$ cat src/rtl/mac4_pkg.sv
// mac4_pkg: shared constants and types for the mac4_accum block.
//   ACCUM/DONE state encoding, operand/product widths, default N/ACC_W,
//   stage-1 payload struct and a counter-width helper.
package mac4_pkg;

   localparam int unsigned OPND_W    = 4;
   localparam int unsigned PROD_W    = 8;
   localparam int unsigned N_DEF     = 8;
   localparam int unsigned ACC_W_DEF = 12;

   typedef enum logic {
      ACCUM = 1'b0,
      DONE  = 1'b1
   } state_t;

   // Registered product plus its valid bit (stage 1 of the pipeline)
   typedef struct packed {
      logic              valid;
      logic [PROD_W-1:0] prod;
   } stage1_t;

   // Bits needed to count 0..n inclusive
   function automatic int unsigned cnt_w(input int unsigned n);
      return $clog2(n + 1);
   endfunction

endpackage

$ cat src/rtl/mac4_accum_if.sv
// mac4_accum_if: operand input stream and result output stream of mac4_accum.
//   x, y, in_valid, in_ready           : 4x4 operand beats
//   out_data, out_valid, out_ready, ovf : accumulated result and overflow flag
//   master = producer/consumer side, slave = the accumulator.
interface mac4_accum_if #(
   parameter int unsigned ACC_W = mac4_pkg::ACC_W_DEF
);
   logic [mac4_pkg::OPND_W-1:0] x;
   logic [mac4_pkg::OPND_W-1:0] y;
   logic                        in_valid;
   logic                        in_ready;
   logic [ACC_W-1:0]            out_data;
   logic                        out_valid;
   logic                        out_ready;
   logic                        ovf;

   modport master (
      output x, y, in_valid, out_ready,
      input  in_ready, out_data, out_valid, ovf
   );

   modport slave (
      input  x, y, in_valid, out_ready,
      output in_ready, out_data, out_valid, ovf
   );
endinterface

$ cat src/rtl/mul4_array.sv
// mul4_array: 4x4 unsigned array multiplier built from rows of adder cells.
//   a, b : unsigned operands
//   prod : 8-bit unsigned product (combinational)
module mul4_array
   import mac4_pkg::*;
(
   input  logic [OPND_W-1:0] a,
   input  logic [OPND_W-1:0] b,
   output logic [PROD_W-1:0] prod
);

   logic [OPND_W-1:0] row;
   logic [OPND_W-1:0] part;
   logic [OPND_W-1:0] s;
   logic              c;

   // Each row adds one partial product to the running sum; bit 0 of every
   // row has no carry-in so it acts as a half adder, the rest as full adders.
   always_comb begin
      prod = '0;
      s    = '0;
      c    = 1'b0;
      row  = a & {OPND_W{b[0]}};
      prod[0] = row[0];
      part = {1'b0, row[OPND_W-1:1]};
      for (int i = 1; i < int'(OPND_W); i++) begin
         row = a & {OPND_W{b[i]}};
         c   = 1'b0;
         for (int j = 0; j < int'(OPND_W); j++) begin
            s[j] = row[j] ^ part[j] ^ c;
            c    = (row[j] & part[j]) | (c & (row[j] ^ part[j]));
         end
         prod[i] = s[0];
         part    = {c, s[OPND_W-1:1]};
      end
      prod[PROD_W-1:OPND_W] = part;
   end

endmodule

$ cat src/rtl/mac4_accum.sv
// mac4_accum: accumulates N unsigned 4x4 products into an ACC_W-bit result.
//   clk, rst : clock, asynchronous active-high reset
//   clr      : synchronous clear of the accumulation in progress
//   bus      : mac4_accum_if.slave (x/y beats in, out_data/ovf result out)
// Optional build macro MAC4_ACCUM_SAT_EN: accumulator saturates at
// 2^ACC_W-1 on overflow instead of wrapping. ovf is the same in both builds.
module mac4_accum
   import mac4_pkg::*;
#(
   parameter int unsigned N     = N_DEF,
   parameter int unsigned ACC_W = ACC_W_DEF
) (
   input logic         clk,
   input logic         rst,
   input logic         clr,
   mac4_accum_if.slave bus
);

   localparam int unsigned       CNT_W = cnt_w(N);
   localparam logic [CNT_W-1:0]  N_CNT = CNT_W'(N);
   localparam logic [CNT_W-1:0]  ONE   = CNT_W'(1);

   state_t            state;
   state_t            state_nx;
   stage1_t           s1;
   logic [CNT_W-1:0]  cnt_in;
   logic [CNT_W-1:0]  cnt_add;
   logic [ACC_W-1:0]  acc;
   logic [ACC_W-1:0]  acc_nx;
   logic [ACC_W:0]    sum;
   logic              carry;
   logic [ACC_W-1:0]  out_data;
   logic              out_valid;
   logic              ovf;
   logic [PROD_W-1:0] prod_c;
   logic              ready;
   logic              accept;
   logic              last_add;
   logic              handshake;

   mul4_array u_mul (
      .a    (bus.x),
      .b    (bus.y),
      .prod (prod_c)
   );

   // Ready only while collecting beats; held low during reset so every
   // output reads zero while rst is asserted.
   assign ready     = !rst && (state == ACCUM) && (cnt_in < N_CNT) && !clr;
   assign accept    = bus.in_valid && ready;
   assign last_add  = s1.valid && (cnt_add == (N_CNT - ONE));
   assign handshake = (state == DONE) && out_valid && bus.out_ready;

   // Stage-2 adder; the extra top bit is the carry that feeds ovf
   assign sum   = {1'b0, acc} + (ACC_W+1)'(s1.prod);
   assign carry = sum[ACC_W];

`ifdef MAC4_ACCUM_SAT_EN
   assign acc_nx = carry ? {ACC_W{1'b1}} : sum[ACC_W-1:0];
`else
   assign acc_nx = sum[ACC_W-1:0];
`endif

   assign bus.in_ready  = ready;
   assign bus.out_data  = out_data;
   assign bus.out_valid = out_valid;
   assign bus.ovf       = ovf;

   // State register
   always_ff @(posedge clk or posedge rst) begin
      if (rst) state <= ACCUM;
      else     state <= state_nx;
   end

   // Next-state logic; clr always returns to ACCUM
   always_comb begin
      state_nx = state;
      if (clr) begin
         state_nx = ACCUM;
      end else begin
         case (state)
            ACCUM:   if (last_add)  state_nx = DONE;
            DONE:    if (handshake) state_nx = ACCUM;
            default: state_nx = ACCUM;
         endcase
      end
   end

   // Product pipeline, accumulator, counters and result registers
   always_ff @(posedge clk or posedge rst) begin
      if (rst) begin
         s1        <= '0;
         cnt_in    <= '0;
         cnt_add   <= '0;
         acc       <= '0;
         out_data  <= '0;
         out_valid <= 1'b0;
         ovf       <= 1'b0;
      end else if (clr) begin
         s1        <= '0;
         cnt_in    <= '0;
         cnt_add   <= '0;
         acc       <= '0;
         out_valid <= 1'b0;
         ovf       <= 1'b0;
      end else begin
         s1.valid <= accept;
         if (accept) begin
            s1.prod <= prod_c;
            cnt_in  <= cnt_in + ONE;
         end
         if (s1.valid) begin
            acc     <= acc_nx;
            cnt_add <= cnt_add + ONE;
            if (carry) ovf <= 1'b1;
            if (last_add) begin
               out_data  <= acc_nx;
               out_valid <= 1'b1;
            end
         end
         if (handshake) begin
            cnt_in    <= '0;
            cnt_add   <= '0;
            acc       <= '0;
            out_valid <= 1'b0;
            ovf       <= 1'b0;
         end
      end
   end

endmodule

$ cat src/flat_wrapper.sv
// flat-port wrapper written by rule: the top's interface ports become plain ports
module mac4_accum_flat import mac4_pkg::*;
#(
   parameter int unsigned N     = N_DEF,
   parameter int unsigned ACC_W = ACC_W_DEF
)
  (clk, rst, clr, bus_x, bus_y, bus_in_valid, bus_out_ready, bus_in_ready, bus_out_data, bus_out_valid, bus_ovf);
  mac4_accum_if #(.ACC_W(ACC_W)) bus_i ();
  input logic clk;
  input logic rst;
  input logic clr;
  input wire logic [$bits(bus_i.x)-1:0] bus_x;
  input wire logic [$bits(bus_i.y)-1:0] bus_y;
  input wire logic [$bits(bus_i.in_valid)-1:0] bus_in_valid;
  input wire logic [$bits(bus_i.out_ready)-1:0] bus_out_ready;
  output wire logic [$bits(bus_i.in_ready)-1:0] bus_in_ready;
  output wire logic [$bits(bus_i.out_data)-1:0] bus_out_data;
  output wire logic [$bits(bus_i.out_valid)-1:0] bus_out_valid;
  output wire logic [$bits(bus_i.ovf)-1:0] bus_ovf;
  assign bus_i.x = bus_x;
  assign bus_i.y = bus_y;
  assign bus_i.in_valid = bus_in_valid;
  assign bus_i.out_ready = bus_out_ready;
  assign bus_in_ready = bus_i.in_ready;
  assign bus_out_data = bus_i.out_data;
  assign bus_out_valid = bus_i.out_valid;
  assign bus_ovf = bus_i.ovf;
  mac4_accum #(.N(N), .ACC_W(ACC_W)) u_core (.clk(clk), .rst(rst), .clr(clr), .bus(bus_i));
endmodule
$ cat config.mk
export PLATFORM = sky130hd
export DESIGN_NAME = mac4_accum_flat
export DESIGN_NICKNAME = d
export VERILOG_FILES = /design/src/rtl/mac4_pkg.sv /design/src/rtl/mac4_accum_if.sv /design/src/rtl/mul4_array.sv /design/src/rtl/mac4_accum.sv /design/src/flat_wrapper.sv
export SDC_FILE = /design/constraint.sdc
export NUM_CORES = 1
export LEC_CHECK = 0
export ABC_AREA = 1
export CORE_AREA = 3 3 99 63
export DETAILED_ROUTE_END_ITERATION = 8
export DIE_AREA = 0 0 102 66
export GPL_ROUTABILITY_DRIVEN = 0
export PLACE_DENSITY = 0.71
export RECOVER_POWER = 25
export SLEW_MARGIN = 20
export SYNTH_ARGS = -nofsm -noshare
export SYNTH_HDL_FRONTEND = slang
export SYNTH_HIERARCHICAL = 1
export SYNTH_SLANG_ARGS = --single-unit
$ cat constraint.sdc
create_clock -name clk -period 1.6 [get_ports clk]
set_input_delay 0.32 -clock clk [delete_from_list [all_inputs] [get_ports clk]]
set_output_delay 0.32 -clock clk [all_outputs]
set_load 0.005 [all_outputs]
==> reports/qor.txt <==
status: complete, but fails checks
failing checks: setup timing
hold path cells: 6
CP Data Required Time: 1.79 ns
r2r setup slk: -0.12 ns
Final TNS setup: -7.65 ns
Tightest Pin Transition: 0.609 ns
vias: 2396
synthesized area: 2750 µm²
final setup vio count: 18
input/output buffers: 27
asr flop ratio synth: 100%
Max IR drop VDD: 396 µV
ANT cells: 0
fraction of layout cells with a size suffix above 1: 32.8%
final instance area: 3810 µm²
DRC: 0
die height: 66 µm
die area: 6730 µm²
CTS tree: done
Hold Path Class: in2reg
DP Wirelength: 4940 µm
Yosys reg bits: 44
commonest cells after routing, fill and taps aside: nand2_1, dfrtp_1, inv_1
most common library cell in the layout ignoring fill and taps: nand2_1
max_slew headroom: 59.4%
max-cap check violation count: 0
Sink Count: 44
placed cells: 463
worst hold endpoint: u_core/s1[0]
Crit Reg-Reg Endpoint: u_core/bus.ovf
crit end category: flop
FF-to-FF Start: u_core/s1[0]
Pleak: 2.04 nW
Max Clock Skew: 0.00827 ns
Syn Nets: 374
I/O pin count: 28
Synth Instances: 338
placed standard-cell area: 3390 µm²
Post-Route Utilization: 69.8%
TritonCTS buffer count: 5
Hold Crit Start: bus_y[0]
largest net degree at the start of global routing: 45
total gr overflow: 0
core box area: 5470 µm²
clk_lat worst skew: 0.30 ns
Post-synth EDFFs: 0
maximum level of the CTS H-tree: 2
Startpoint Class: input pin
unrepaired setup endpoints after global routing: true
clock buffer depth: 2
die width: 102 µm
Reg2Reg Depth: 10
initial antenna violation count: 0
WHS: 0.443 ns
fin crit share: 213%
count of pins over their slew limit: 0
clock root buffer: clkbuf_8
routed vias/inst: 5.08
Layout fillers: 426
Worst Path Arrival: 3.59 ns
final hold vios: 0
Layout Cells excl Fill: 472
first-pass GRT wire length: 11300 µm
Multi-input gate area: 1700 µm²
dominant synthesized flop cell: dfrtp_1
min cycle time layout: 3.40 ns
Peak Freq: 294 MHz
drt total wl: 6770 µm
Iter 0 DRT Violations: 167
Post-Syn Area per Cell: 8.13 µm²
GRT Util Overall: 21.6%
Setup WS pre-CTS: -2.63 ns
sequential share of the synthesized area: 40.1%
vias in the first global route: 2357
DRT Pass-1 Iters: 4
critical path class: in2reg
Synth cell types: 37
Final WS setup: -1.80 ns
antenna viol nets, final: 0
num rows: 21
critical-path maximum fanout: 2
Initial Utilization: 50.3%
Reg clk slew, reported paths: 0.08 ns
Seq. cell area: 1100 µm²
Tot Pwr: 2.59 mW
pwr/cell area: 678 nW/µm²
P&R area growth vs syn: 38.8%
Nets: 439
WL per Instance: 14.3 µm
Ys Warns: 6
-- synth_stat cells, types with 2 or more instances --
library cell  number  area (µm²)
a21oi_1            5        25.0
a22o_1             2        17.5
buf_2              2        10.0
buf_6              4        45.0
dfrtp_1           44        1100
fa_1               9         180
ha_1              14         175
inv_1             46         173
inv_2              2        7.51
inv_4              2        12.5
mux2i_1            2        20.0
nand2_1          117         439
nand3_1           33         165
nand4_1            5        31.3
nor2_1            18        67.6
o21ai_0            6        30.0
o21ai_2            2        17.5
xnor2_1            2        17.5
xor2_1             5        43.8
-- repair_timing --
item,CTS,global route
buffers inserted,1,1
endpoints found under the setup margin,25,27
pin swaps,20,21
resized for setup,57,40
gates cloned,0,0
hold buffers,0,0
-- power by group --
part / switching (mW) / leakage (nW) / internal [mW] / total (mW)
registers: 0.0261 / 0.601 / 1.14 / 1.16
clock network: 0.383 / 0.0642 / 0.615 / 0.998
logic: 0.223 / 1.37 / 0.201 / 0.425
total: 0.632 / 2.04 / 1.95 / 2.59
-- cell families after synthesis --
kind of cell / Yosys count / synth area share, %
flip-flops: 44 / 40.1
buffers and inverters: 58 / 9.61
AND/OR/NAND/NOR: 184 / 29.8
adder cells (fa/ha/maj): 23 / 12.9
XOR/XNOR: 7 / 2.23
AO/OA/AOI/OAI: 20 / 4.65
multiplexers: 2 / 0.729
-- how the worst max path moves through the flow --
stage	depth (start not counted)	endpoint	startpoint	slack, ns
2_1_floorplan	17	u_core/s1[7]	bus_x[0]	-1.91
3_3_place_gp	17	u_core/s1[6]	bus_y[1]	-2.52
3_5_place_dp	17	u_core/s1[6]	bus_y[1]	-2.63
4_1_cts	17	u_core/s1[6]	bus_x[1]	-1.86
5_1_grt	17	u_core/s1[6]	bus_x[1]	-1.90
6_report	17	u_core/s1[6]	bus_x[1]	-1.80
-- layout make-up --
class / instances / area share, %
Timing Repair Buffer: 65 / 15.6
Tap cell: 69 / 2.26
Clock buffer: 5 / 1.81
Inverter: 51 / 5.35
Clock inverter: 2 / 1.58
Multi-Input combinational cell: 236 / 44.6
Sequential cell: 44 / 28.9
-- worst max-delay path, cell delays in order --
cell and delay (ns):
buf_6 0.07, nand2_2 0.04, inv_2 0.07, ha_4 0.13
inv_2 0.03, fa_2 0.33, fa_1 0.48, fa_2 0.35
fa_2 0.53, inv_2 0.04, fa_2 0.32, inv_2 0.06
fa_2 0.18, inv_2 0.03, fa_1 0.45, nand2_1 0.10
nand2_1 0.05
-- flip-flops by register name (all words and copies together) (netlist names) --
signal and flops:
u_core/bus.ovf 1, u_core/bus.out_data 12, u_core/s1 9, u_core/cnt_in 4
u_core/state 1, u_core/acc 12, u_core/bus.out_valid 1, u_core/cnt_add 4
-- metal layers --
layer,GRT usage (%),wire (µm),up-vias
met4,4.91,66,0
met1,33.4,3270,1130
met3,4.00,466,7
li1,-,-,1197
met2,31.2,2960,62
met5,0,0,-
Note: power is estimated with default switching activity, not from simulation.
